`src/rtl/ercm_pkg.sv`:
```
`default_nettype none
// ============================================================================
// ercm_pkg : shared widths, column masks and reference arithmetic (Rev 1.0)
// ============================================================================
package ercm_pkg;

  localparam int MAX_W  = 32;
  localparam int MAX_PW = 2 * MAX_W;

  function automatic int lvl_w(input int w);
    return $clog2(2 * w);
  endfunction

  // Bit c set when product column c lies below level k and inside the 2w-bit product.
  function automatic logic [MAX_PW-1:0] col_lo_mask(input logic [7:0] k, input int w);
    logic [MAX_PW-1:0] m;
    m = '0;
    for (int c = 0; c < MAX_PW; c++) begin
      if ((c < int'(k)) && (c < 2 * w)) m[c] = 1'b1;
    end
    return m;
  endfunction

  function automatic logic [MAX_PW-1:0] approx_mul(input logic [MAX_W-1:0] a,
                                                   input logic [MAX_W-1:0] b,
                                                   input logic [7:0]       k,
                                                   input int               w);
    logic [MAX_PW-1:0] mask;
    logic [MAX_PW-1:0] row;
    logic [MAX_PW-1:0] hi;
    logic [MAX_PW-1:0] lo;
    mask = col_lo_mask(k, w);
    hi   = '0;
    lo   = '0;
    for (int i = 0; i < MAX_W; i++) begin
      if ((i < w) && a[i]) begin
        row = {{MAX_W{1'b0}}, b} << i;
        hi  = hi + (row & ~mask);
        lo  = lo | (row & mask);
      end
    end
    return hi + lo;
  endfunction

endpackage
`default_nettype wire

```
`src/rtl/ercm_pp_col.sv`:
```
`default_nettype none
// ============================================================================
// ercm_pp_col : column compression of the partial-product matrix (Rev 1.0)
// ============================================================================
module ercm_pp_col
  import ercm_pkg::*;
#(
  parameter int W  = 8,
  parameter int LW = lvl_w(W)
) (
  input  logic [W*W-1:0] pp,
  input  logic [LW-1:0]  lvl,
  output logic [2*W-1:0] hi0,
  output logic [2*W-1:0] hi1,
  output logic [2*W-1:0] lo,
  output logic [2*W-1:0] exact
);

  localparam int PW = 2 * W;

  logic [PW-1:0] lo_mask;
  logic [PW-1:0] row;

  assign lo_mask = PW'(col_lo_mask(8'(lvl), W));

  // Row i shifted by i puts pp(i,j) on column i+j, so masking rows splits columns.
  always_comb begin
    hi0   = '0;
    hi1   = '0;
    lo    = '0;
    exact = '0;
    row   = '0;
    for (int i = 0; i < W; i++) begin
      row = PW'(pp[i*W +: W]) << i;
      if (i < W / 2) hi0 = hi0 + (row & ~lo_mask);
      else           hi1 = hi1 + (row & ~lo_mask);
      lo    = lo | (row & lo_mask);
      exact = exact + row;
    end
  end

endmodule
`default_nettype wire

```
`src/rtl/ercm_pipe_mult.sv`:
```
`default_nettype none
// ============================================================================
// ercm_pipe_mult : 3-stage valid/ready OR-compression approximate multiplier
// Rev 1.0
// ============================================================================
module ercm_pipe_mult
  import ercm_pkg::*;
#(
  parameter int W  = 8,
  parameter int LW = lvl_w(W),
  parameter int CW = 16
) (
  input  logic           clk,
  input  logic           rst_n,
  input  logic           in_vld,
  output logic           in_rdy,
  input  logic [W-1:0]   in_a,
  input  logic [W-1:0]   in_b,
  input  logic [LW-1:0]  in_lvl,
  output logic           out_vld,
  input  logic           out_rdy,
  output logic [2*W-1:0] out_p,
  output logic [2*W-1:0] out_err,
  output logic [LW-1:0]  out_lvl,
  output logic [CW-1:0]  stat_cnt,
  input  logic           stat_clr
);

  localparam int PW = 2 * W;

  logic           s1_vld_q, s1_vld_d;
  logic [W*W-1:0] s1_pp_q, s1_pp_d;
  logic [LW-1:0]  s1_lvl_q, s1_lvl_d;

  logic           s2_vld_q, s2_vld_d;
  logic [PW-1:0]  s2_hi0_q, s2_hi0_d;
  logic [PW-1:0]  s2_hi1_q, s2_hi1_d;
  logic [PW-1:0]  s2_lo_q, s2_lo_d;
  logic [PW-1:0]  s2_exact_q, s2_exact_d;
  logic [LW-1:0]  s2_lvl_q, s2_lvl_d;

  logic           s3_vld_q, s3_vld_d;
  logic [PW-1:0]  s3_p_q, s3_p_d;
  logic [PW-1:0]  s3_err_q, s3_err_d;
  logic [LW-1:0]  s3_lvl_q, s3_lvl_d;

  logic [CW-1:0]  cnt_q, cnt_d;

  logic [W*W-1:0] pp_in;
  logic [PW-1:0]  col_hi0, col_hi1, col_lo, col_exact;
  logic [PW-1:0]  sum_p;
  logic           s1_free, s2_free, s3_free, out_xfer;

  always_comb begin
    pp_in = '0;
    for (int i = 0; i < W; i++) begin
      pp_in[i*W +: W] = in_b & {W{in_a[i]}};
    end
  end

  ercm_pp_col #(
    .W  (W),
    .LW (LW)
  ) u_pp_col (
    .pp    (s1_pp_q),
    .lvl   (s1_lvl_q),
    .hi0   (col_hi0),
    .hi1   (col_hi1),
    .lo    (col_lo),
    .exact (col_exact)
  );

  // Free-chain from the output back lets a stall release every stage in one cycle.
  always_comb begin
    s3_free  = !s3_vld_q || out_rdy;
    s2_free  = !s2_vld_q || s3_free;
    s1_free  = !s1_vld_q || s2_free;
    out_xfer = s3_vld_q && out_rdy;
    sum_p    = s2_hi0_q + s2_hi1_q + s2_lo_q;

    s1_vld_d   = s1_vld_q;
    s1_pp_d    = s1_pp_q;
    s1_lvl_d   = s1_lvl_q;
    s2_vld_d   = s2_vld_q;
    s2_hi0_d   = s2_hi0_q;
    s2_hi1_d   = s2_hi1_q;
    s2_lo_d    = s2_lo_q;
    s2_exact_d = s2_exact_q;
    s2_lvl_d   = s2_lvl_q;
    s3_vld_d   = s3_vld_q;
    s3_p_d     = s3_p_q;
    s3_err_d   = s3_err_q;
    s3_lvl_d   = s3_lvl_q;
    cnt_d      = cnt_q;

    if (s1_free) begin
      s1_vld_d = in_vld;
      if (in_vld) begin
        s1_pp_d  = pp_in;
        s1_lvl_d = in_lvl;
      end
    end

    if (s2_free) begin
      s2_vld_d = s1_vld_q;
      if (s1_vld_q) begin
        s2_hi0_d   = col_hi0;
        s2_hi1_d   = col_hi1;
        s2_lo_d    = col_lo;
        s2_exact_d = col_exact;
        s2_lvl_d   = s1_lvl_q;
      end
    end

    if (s3_free) begin
      s3_vld_d = s2_vld_q;
      if (s2_vld_q) begin
        s3_p_d   = sum_p;
        s3_err_d = s2_exact_q - sum_p;
        s3_lvl_d = s2_lvl_q;
      end
    end

    if (stat_clr) begin
      cnt_d = '0;
    end else if (out_xfer && (s3_err_q != '0) && !(&cnt_q)) begin
      cnt_d = cnt_q + CW'(1);
    end
  end

  always_ff @(posedge clk or negedge rst_n) begin
    if (!rst_n) begin
      s1_vld_q   <= 1'b0;
      s1_pp_q    <= '0;
      s1_lvl_q   <= '0;
      s2_vld_q   <= 1'b0;
      s2_hi0_q   <= '0;
      s2_hi1_q   <= '0;
      s2_lo_q    <= '0;
      s2_exact_q <= '0;
      s2_lvl_q   <= '0;
      s3_vld_q   <= 1'b0;
      s3_p_q     <= '0;
      s3_err_q   <= '0;
      s3_lvl_q   <= '0;
      cnt_q      <= '0;
    end else begin
      s1_vld_q   <= s1_vld_d;
      s1_pp_q    <= s1_pp_d;
      s1_lvl_q   <= s1_lvl_d;
      s2_vld_q   <= s2_vld_d;
      s2_hi0_q   <= s2_hi0_d;
      s2_hi1_q   <= s2_hi1_d;
      s2_lo_q    <= s2_lo_d;
      s2_exact_q <= s2_exact_d;
      s2_lvl_q   <= s2_lvl_d;
      s3_vld_q   <= s3_vld_d;
      s3_p_q     <= s3_p_d;
      s3_err_q   <= s3_err_d;
      s3_lvl_q   <= s3_lvl_d;
      cnt_q      <= cnt_d;
    end
  end

  assign in_rdy   = s1_free;
  assign out_vld  = s3_vld_q;
  assign out_p    = s3_p_q;
  assign out_err  = s3_err_q;
  assign out_lvl  = s3_lvl_q;
  assign stat_cnt = cnt_q;

endmodule
`default_nettype wire

```
`config.mk`:
```
export PLATFORM = sky130hd
export DESIGN_NAME = ercm_pipe_mult
export DESIGN_NICKNAME = d
export VERILOG_FILES = /design/src/rtl/ercm_pkg.sv /design/src/rtl/ercm_pp_col.sv /design/src/rtl/ercm_pipe_mult.sv
export SDC_FILE = /design/constraint.sdc
export NUM_CORES = 1
export LEC_CHECK = 0
export CAP_MARGIN = 20
export CORE_MARGIN = 4
export CORE_UTILIZATION = 60
export CTS_CLUSTER_DIAMETER = 40
export CTS_CLUSTER_SIZE = 25
export DETAILED_ROUTE_END_ITERATION = 8
export PLACE_DENSITY = 0.81
export SYNTH_ARGS = -nofsm -noshare
export SYNTH_HDL_FRONTEND = slang
export SYNTH_SLANG_ARGS = --single-unit
```
`constraint.sdc`:
```
create_clock -name clk -period 8.65 [get_ports clk]
set_input_delay 2.595 -clock clk [delete_from_list [all_inputs] [get_ports clk]]
set_output_delay 2.595 -clock clk [all_outputs]
set_load 0.01 [all_outputs]
```
==> results.ini <==
[placement]
gp_congestion=0.962
portBuffers=78
post-dp-hpwl_mm=20.6

[cells_and_area]
n_antenna_cell=0
multi_input_area_mm2=0.00700
seq_area_mm2=0.00458
drive_gt1_share_pct=5.17
nFillCells=1483
final_nets=1555
syn_to_final_growth_pct=12.9
utilization_pct=69.8

[clock_network]
cts_setup_buffers=0
cts.sinks=183
path_clk_slew_ps=80
cts.htree.levels=4
cts_hold_buf=0
cts_buffer_depth=2
cts_root_buf=clkbuf_16
cts_buffers=17
ctsResizeCount=0
clock_latency_ps=450
tritoncts=built

[setup_path]
critical_path_arrival_ps=4050
r2r_setup_slack_ps=2780
cp.required_ps=6060
r2r_end=s2_exact_q[14]
crit_fanout=3
worst-setup-path-type=input pin to primary output
cp-start-kind=input pin
worstRegToRegCells=21
end_kind=primary output
r2r-start=s1_pp_q[1]

[synthesis]
syn_area_per_cell_um2=9.27
async_reset_ff_share_pct=100
synth-xor-area-share_pct=4.42
syn_nets=1510
synth_top_family_by_area=adder cells
synth_warnings=0
synth_edf_count=0
synth_cell_type_count=56
synth_area_mm2=0.0122
synth_seq_cells=183
muxShareOfSynthArea_pct=1.93
synth-compound-area-share_pct=13.0
yosys.area_share.adder_pct=21.7
yosys.area_share.simple_pct=16.2
synth_flop_cell=dfrtp_1
syn_inst=1316
yosysSeqAreaShare_pct=37.5

[global_routing]
overflow=0
grt_pass1_wl_mm=45.2
antenna_found_initial=0
groute.usage.overall_pct=25.3
grt_pass1_vias=9047
grt_max_degree=125

[power_and_ir_drop]
peakVddDrop_mv=0.191
p_per_area_mw_per_mm2=346
p_leak_nw=6.57

[die]
initial_core_util_pct=61.9
die_y_um=151
pin_count=79
core_mm2=0.0197
dieArea_mm2=0.0227
rows=51
die_w_um=151

[sta]
tightest_slew_ps=1110
slew_viol_final=0
tns_ps=0
skew_ps=10.6
hold_viol=0
rsz0062_at_grt=no
period_needed_ps=6640
fmax_ghz=0.151
fin_crit_sh_pct=76.8
relSlewSlack_pct=25.2
setup_viol=0
worst_hold_slack_ps=474

[min_path]
holdPathStages=2
worstHoldPathType=flip-flop to flip-flop
min_from=s2_lvl_q[2]
min_to=out_lvl[2]

[detailed_routing]
first_pass_iters=5
vias=9291
antenna_left=0
wl_per_cell_um=16.8
drtIter0Drc=577
wirelength_mm=27.6
route.detailed.drc=0
vias_per_cell=5.67

[flow_run]
cap_viol_max_count=0

[status]
status=finished, final reports clean

-- cell families after synthesis --
kind of cell,after synthesis
and+or+nand+nor,447
AOI/OAI and AO/OA,268
DFF,183
adders and majority gates,169
buffers and inverters,168
xor gates and xnor gates,60
muxes,21
-- how the worst max path moves through the flow --
stage / slack, ps / startpoint / to
after floorplan: 3130 / out_rdy / in_rdy
after global placement: 2100 / out_rdy / in_rdy
after detailed placement: 2030 / out_rdy / in_rdy
after CTS: 2020 / out_rdy / in_rdy
after global routing: 1910 / out_rdy / in_rdy
final: 2010 / out_rdy / in_rdy
-- cells in the mapped netlist, types with 10 or more instances --
master    number  area [um^2]
xor2_1        24          210
fa_1          71         1420
nand2b_1      16          100
nor3_1        13         65.1
nor2_1        43          161
mux2_2        20          225
nor2b_1       14         87.6
a21o_1        13         97.6
and3_1        10         62.6
dfrtp_1      183         4580
nor4_1        10         62.6
and2_1        23          144
o21ai_0      140          701
inv_1        111          417
ha_1          98         1230
nand2_1      283         1060
xnor2_1       35          307
a21oi_1       45          225
buf_1         17         63.8
clkbuf_1      39          146
o31ai_1       19          143
-- cells in the final DEF, fill, tap and decap left out, types with 3 or more instances in the layout --
master,count
nand2_1,280
dfrtp_1,183
o21ai_0,140
inv_1,111
ha_1,98
clkdlybuf4s50_1,77
fa_1,71
a21oi_1,44
nor2_1,43
xnor2_1,35
xor2_1,24
and2_1,23
mux2_2,20
o31ai_1,19
clkbuf_16,17
nand2b_1,16
nor2b_1,14
nor3_1,13
a21o_1,13
and3_1,10
nor4_1,10
or4_1,9
nand3_1,8
o21bai_1,7
a31oi_1,6
a211oi_1,6
nand4_1,6
inv_6,6
clkinv_8,6
o21a_1,5
buf_4,5
or3_1,4
o211ai_1,3
a211o_1,3
a31o_2,3
and4_1,3
-- registers in the layout (all words and copies together), names as in the netlist --
name and flops:
s2_lvl_q 4, out_vld 1, s2_hi0_q 13, stat_cnt 16, s2_vld_q 1, s2_lo_q 15, out_lvl 4, out_err 16
out_p 16, s1_vld_q 1, s1_pp_q 64, s1_lvl_q 4, s2_exact_q 16, s2_hi1_q 12
-- layout make-up --
type	count	share of cell area (%)
clock buffers	17	3.09
clock inverters	15	1.44
inverters	111	3.03
multi-input cells	965	50.8
flip-flops and latches	183	33.3
well taps	265	2.41
repair buffers	83	5.95
-- critical path, cell delays in order --
cell             delay (ps)
clkdlybuf4s50_1         440
nor2b_1                 270
nand3_1                 220
clkdlybuf4s50_1         530
-- report_power, final --
| part | switching, mW | total [mW] | internal [mW] | leakage [nW] |
|---|---|---|---|---|
| clock | 0.396 | 0.814 | 0.419 | 0.298 |
| sequential | 0.189 | 1.26 | 1.07 | 2.35 |
| combinational | 1.49 | 2.69 | 1.20 | 3.93 |
-- stage by stage --
stage	setup slack, ps	instances	power (mW)	instance area, um^2
finish	2010	1639	4.77	13800
global placement	2100	1607	3.81	13100
CTS	2020	1639	4.76	13800
detailed placement	2030	1607	3.91	13100
floorplan	3130	1316	3.20	12200
global route	1910	1639	5.17	13800
-- routing by layer --
metal,wire length [um],GRT usage (%)
met2,12500,39.0
met3,1760,4.67
met5,0,0
met1,12700,36.9
met4,619,7.25
No activity file was read; power rests on OpenSTA's default activity.
